**config.mk**
```make
export PLATFORM = sky130hd
export DESIGN_NAME = mips_data_bus_bridge
export DESIGN_NICKNAME = d
export VERILOG_FILES = /design/src/rtl/mips_data_bus_bridge.sv
export SDC_FILE = /design/constraint.sdc
export NUM_CORES = 1
export LEC_CHECK = 0
export ABC_AREA = 1
export BUFFER_PORTS_ARGS = -buffer_cell sky130_fd_sc_hd__buf_2
export CAP_MARGIN = 20
export CORE_MARGIN = 4
export CORE_UTILIZATION = 52
export DETAILED_ROUTE_END_ITERATION = 8
export GPL_ROUTABILITY_DRIVEN = 0
export PLACE_DENSITY = 0.95
export SLEW_MARGIN = 20
export SYNTH_ARGS = -nofsm -noshare
export SYNTH_HDL_FRONTEND = slang
export SYNTH_SLANG_ARGS = --single-unit
```
**constraint.sdc**
```tcl
create_clock -name clk -period 4 [get_ports clk]
set_input_delay 0.4 -clock clk [delete_from_list [all_inputs] [get_ports clk]]
set_output_delay 0.4 -clock clk [all_outputs]
set_load 0.1 [all_outputs]
```
**src/rtl/mips_data_bus_bridge.sv**
```systemverilog
// Bridges the CPU's single-cycle data port to a waitrequest-style memory bus.
// Holds the CPU with a stall until the access completes, with optional byte swap and a timeout.
module mips_data_bus_bridge #(
  parameter bit          SWAP_BYTES     = 1'b1,
  parameter int unsigned TIMEOUT_CYCLES = 256
) (
  input  logic        clk,
  input  logic        reset,
  input  logic [31:0] cpu_data_address,
  input  logic        cpu_data_read,
  input  logic        cpu_data_write,
  input  logic [31:0] cpu_data_writedata,
  input  logic [3:0]  cpu_byteenable,
  output logic [31:0] cpu_data_readdata,
  output logic        cpu_stall,
  output logic        bus_error,
  output logic [31:0] mem_address,
  output logic        mem_read,
  output logic        mem_write,
  output logic [31:0] mem_writedata,
  output logic [3:0]  mem_byteenable,
  input  logic        mem_waitrequest,
  input  logic [31:0] mem_readdata
);

  typedef enum logic [1:0] {IDLE, ACCESS, DONE} state_t;

  localparam bit          TIMEOUT_EN    = (TIMEOUT_CYCLES != 0);
  localparam logic [15:0] TIMEOUT_LIMIT = 16'(TIMEOUT_CYCLES);

  state_t      state_q;
  logic [31:0] addr_q;
  logic [31:0] wrData_q;
  logic [3:0]  byteEn_q;
  logic        read_q;
  logic        write_q;
  logic [31:0] rdData_q;
  logic [15:0] count_q;
  logic        error_q;

  logic        cpuReq;
  logic [15:0] count_d;
  logic        unusedAddrBits;

  function automatic logic [31:0] swapWord(input logic [31:0] w);
    return SWAP_BYTES ? {w[7:0], w[15:8], w[23:16], w[31:24]} : w;
  endfunction

  function automatic logic [3:0] swapLanes(input logic [3:0] b);
    return SWAP_BYTES ? {b[0], b[1], b[2], b[3]} : b;
  endfunction

  assign cpuReq         = cpu_data_read | cpu_data_write;
  assign count_d        = count_q + 16'd1;
  assign unusedAddrBits = ^cpu_data_address[1:0];

  // Strobes come straight from registers, so they only ever reflect the latched request.
  always_ff @(posedge clk or negedge reset) begin
    if (!reset) begin
      state_q  <= IDLE;
      addr_q   <= '0;
      wrData_q <= '0;
      byteEn_q <= '0;
      read_q   <= 1'b0;
      write_q  <= 1'b0;
      rdData_q <= '0;
      count_q  <= '0;
      error_q  <= 1'b0;
    end else begin
      case (state_q)
        IDLE: begin
          if (cpuReq) begin
            addr_q   <= {cpu_data_address[31:2], 2'b00};
            wrData_q <= swapWord(cpu_data_writedata);
            byteEn_q <= cpu_data_write ? swapLanes(cpu_byteenable) : 4'b1111;
            write_q  <= cpu_data_write;
            read_q   <= ~cpu_data_write;
            count_q  <= '0;
            state_q  <= ACCESS;
          end
        end
        ACCESS: begin
          if (!mem_waitrequest) begin
            if (read_q) begin
              rdData_q <= swapWord(mem_readdata);
            end
            read_q  <= 1'b0;
            write_q <= 1'b0;
            count_q <= '0;
            state_q <= DONE;
          end else if (TIMEOUT_EN && (count_d == TIMEOUT_LIMIT)) begin
            read_q   <= 1'b0;
            write_q  <= 1'b0;
            error_q  <= 1'b1;
            rdData_q <= '0;
            count_q  <= '0;
            state_q  <= DONE;
          end else begin
            count_q <= count_d;
          end
        end
        DONE: begin
          state_q <= IDLE;
        end
        default: begin
          state_q <= IDLE;
        end
      endcase
    end
  end

  // The stall is gated by reset so it drops the instant reset asserts, even with a request pending.
  assign cpu_stall         = reset & ((state_q == ACCESS) | ((state_q == IDLE) & cpuReq));
  assign cpu_data_readdata = rdData_q;
  assign bus_error         = error_q;
  assign mem_address       = addr_q;
  assign mem_read          = read_q;
  assign mem_write         = write_q;
  assign mem_writedata     = wrData_q;
  assign mem_byteenable    = byteEn_q;

endmodule

```
# After elaboration in Yosys (flattened, before gate mapping)
# Index checks and enable logic that the tools add are counted.
# W data, S select, Z words.
# op_classes
n_addsub	1
multipliers	0
n_div	0
magnitude_cmp	0
eq_ne	5
shifts	0
muxes	18
n_bitwise	5
reduce_logical	9
# op_table
op	count
$mux W32	3
$mux W16	3
$pmux W16 S2	1
$add A16 B1 Y16 const B	1
$eq A16 B9 Y1 const B	1
$reduce_and A3 Y1	3
$mux W2	3
$reduce_and A2 Y1	3
$mux W1	4
$mux W4	1
$pmux W1 S2	2
$pmux W2 S2	1
$reduce_bool A2 Y1	2
$ne A3 B3 Y1 const B	1
$and A1 B1 Y1	2
$eq A2 B1 Y1 const B	1
$logic_not A2 Y1	1
$ne A2 B1 Y1 const B	1
$ne A2 B2 Y1 const B	1
$or A1 B1 Y1	2
$not A1 Y1	1
# totals
regBits	119
latchBits	0
ram_bits	0
romBits	0
output_inout_bits	104
elab_cells	47
memories	0

# Logic depth before layout (Yosys ltp)
# logic_depth
depth_word	5
depth_mapped	14
ltp_nobuf	13

# Worst setup path after synthesis
# No wires, ideal clock.
# synth_timing
kind	reg2out
startpoint	reg state_q[0]
endpoint	out cpu_stall
arrival_ns	2.142
t_required_ns	3.600
path_slack_ns	1.458
path_stages_with_launch	6
cell_sequence	dfrtp_1 > nor2_1 > inv_1 > nor2_1 > nor2_1 > nor2_1
# synth_via
elab_chain_cells	4
word_cells_on_any_way	5
# synth_rtl
element	line	source
from (decl)	31	state_t state_q;
from (signal assigned)	60	state_q <= IDLE;
from (signal assigned)	79	state_q <= ACCESS;
from (signal assigned)	90	state_q <= DONE;
$logic_not A2 Y1	113	assign cpu_stall = reset & ((state_q == ACCESS) | ((state_q == IDLE) & cpuReq));
$and A1 B1 Y1	113	
$or A1 B1 Y1 *	113	
$and A1 B1 Y1 *	113	
to (decl)	15	output logic cpu_stall,
# Mark *: on every way between the ends. The rest lies on a longest branch, timed or not.

# Worst setup path in the final report
# layout_timing
startpoint	reg state_q[1]
endpoint	out cpu_stall
# The elaborated chain is that of the path after synthesis.

==> results.toml <==
[outcome]
status = "completed"

[sta]
fmax_ghz = 0.365
rsz0062_at_grt = "no"
setup_ws_ns = 1.26
fin_crit_ns = 2.74
tns_ns = 0
setup_viol = 0
worstMarginPinSlew_ns = 1.02
hold_viol_final = 0
post-route-period-util_pct = 68.5
maxSlewHeadroom_pct = 31.7
fin_skew_ns = 0.0141
slew_violations = 0

[floorplan]
die_height_microns = 106
dieArea_sq_um = 11300
start_util_pct = 54.0
core_area_sq_um = 9330
die_w_microns = 106
io_pins = 209
rows = 35

[worst_setup_path]
max_stage_delay_ns = 0.58
critPathLaunchType = "flip-flop"
crit_chain = "nor2_2 -> nor2_1 -> nor2_1 -> buf_2"
worstPathArrival_ns = 2.34
slowest_stage = "nor2_2"
crit_path_frequent_cell = "nor2_1"
end_kind = "primary output"
cp.required_ns = 3.60
critical_path_peak_fanout = 18
worst-setup-path-type = "flip-flop to primary output"

[route]
finalWirelength_microns = 13700
route.detailed.drc = 0
post_drt_wl_per_cell_microns = 14.6
detail_route.vias_per_cell = 5.07
via_count = 4746
dr.pass1.iters = 5
postRouteAntennaNets = 0
drt_iter0_markers = 313

[grt]
grt_pass1_vias = 4682
grt_use_total_pct = 24.5
grt_first_pass_wirelength_microns = 22000
grt_antenna_before_repair = 0
grt_max_degree = 68
overflow = 0

[placed_design]
io_buffers = 204
dpl.hpwl_microns = 9130
placed_cells = 904
place_ws_ns = 1.42

[logic_synthesis]
synthAdderAreaFrac_pct = 0.248
muxShareOfSynthArea_pct = 0
synth-seq-cells = 119
seq_area_frac_synth_pct = 59.1
synth_xor_area_share_pct = 0.174
syn_area_sq_um = 5040
ys_types = 28
synthSimpleGateAreaFrac_pct = 31.6
synth_top_family_by_area = "simple AND/OR/NAND/NOR gates"
synth.avg_cell_area_sq_um = 8.44
syn_inst = 597
synth-compound-area-share_pct = 3.28
ys.warnings.count = 0

[layout]
syn_to_final_growth_pct = 34.0
layout.nets = 901
mostFrequentLayoutCells = "305 x nand2_1, 203 x buf_2, 118 x dfrtp_1"
antenna_cells = 0
final_cells = 936
final_common_cell = "nand2_1"
layout-drive-gt1-share_pct = 31.0

[clocking]
root_buffer = "clkbuf_8"
cts_buffers = 17
htreeDepth = 4
post-cts-setup-buffer-count = 0
ctsLongestPathBuffers = 2
clk_latency_ns = 0.51
cts_sinks = 119
cts_tree = "yes"
clk_pin_slew_ns = 0.06

[flow_run]
cap_viol_max_count = 0

[min_path]
worstHoldPathType = "input pin to flip-flop"
-- cells in the mapped netlist, drive strengths merged --
cell / number / area [sq um]
nand2: 306 / 1150
dfrtp: 119 / 2980
nand4: 35 / 219
inv: 34 / 128
nor2: 23 / 96.4
clkbuf: 21 / 78.8
nand3: 19 / 113
o22ai: 12 / 75.1
buf: 10 / 71.3
o21ai: 6 / 33.8
o22a: 4 / 35.0
a21oi: 1 / 5.00
and2: 1 / 6.26
conb: 1 / 3.75
ha: 1 / 12.5
o21bai: 1 / 7.51
o41ai: 1 / 8.76
or2: 1 / 6.26
xor2: 1 / 8.76
-- metal layers --
layer | track usage, % | vias to the layer above | wire, microns
li1 | - | 2278 | -
met1 | 28.3 | 2178 | 5090
met2 | 40.3 | 247 | 6850
met3 | 10.2 | 43 | 1320
met4 | 10.0 | 0 | 399
met5 | 0 | - | 0
-- sequential cells by signal, indices dropped and copies added, names as in the netlist --
register and flops:
bus_error 1, mem_address 30, count_q 16, mem_writedata 32, mem_read 1, cpu_data_readdata 32
mem_byteenable 4, mem_write 1, state_q 2
-- final timing paths --
check                      slack, ns  depth (start not counted)                          endpoint                         start
setup / recovery                1.26                          4                         cpu_stall        state_q[1]$_DFFE_PN0P_
hold / removal                  0.09                          3        mem_address[2]$_DFFE_PN0P_           cpu_data_address[2]
setup reg to reg                1.33                         11            count_q[0]$_DFFE_PN0P_        count_q[0]$_DFFE_PN0P_
hold reg to reg                 0.46                          2      mem_writedata[5]$_DFFE_PN0P_  mem_writedata[5]$_DFFE_PN0P_
max in group asynchronous       2.15                          4     mem_writedata[16]$_DFFE_PN0P_                         reset
min in group asynchronous       0.35                          2  cpu_data_readdata[1]$_DFFE_PN0P_                         reset
-- critical path: cells and delay by family (launching register included) --
family / cells / cell delay, ns
and+or+nand+nor: 3 / 0.99
buffers and inverters: 1 / 0.45
DFF: 1 / 0.40
-- metrics by stage --
step / area, sq um / hold WS [ns] / util (%)
finish: 6750 / 0.0877 / 72.3
CTS: 6750 / 0.0705 / 72.3
floorplan: 5040 / 0.104 / -
global route: 6750 / 0.0796 / 72.3
detailed placement: 6120 / 0.345 / 65.6
global placement: 6120 / 0.345 / 65.6
-- area by class of cell --
type	count	area (sq um)
multi-input cells	414	1800
clock buffers	18	428
flip-flops and latches	119	2980
inverters	34	128
well taps	129	161
repair buffers	209	1060
clock inverters	13	193
fillers	661	2580
-- what timing repair did --
item / CTS / global route
hold buffers: 1 / 0
resized for setup: 0 / 0
hold endpoints to repair: 29 / 0
-- kinds of logic (layout without fill, tap and decap cells) --
group / count (synthesis) / in the layout
other: 1 / 2
xor gates and xnor gates: 1 / 1
buffers and inverters: 65 / 274
AOI/OAI and AO/OA: 25 / 25
DFF: 119 / 119
and+or+nand+nor: 385 / 385
adders and majority gates: 1 / 1
Power is not shown: default switching activity piles up to over one toggle a cycle in this logic, so the estimate is an artifact.
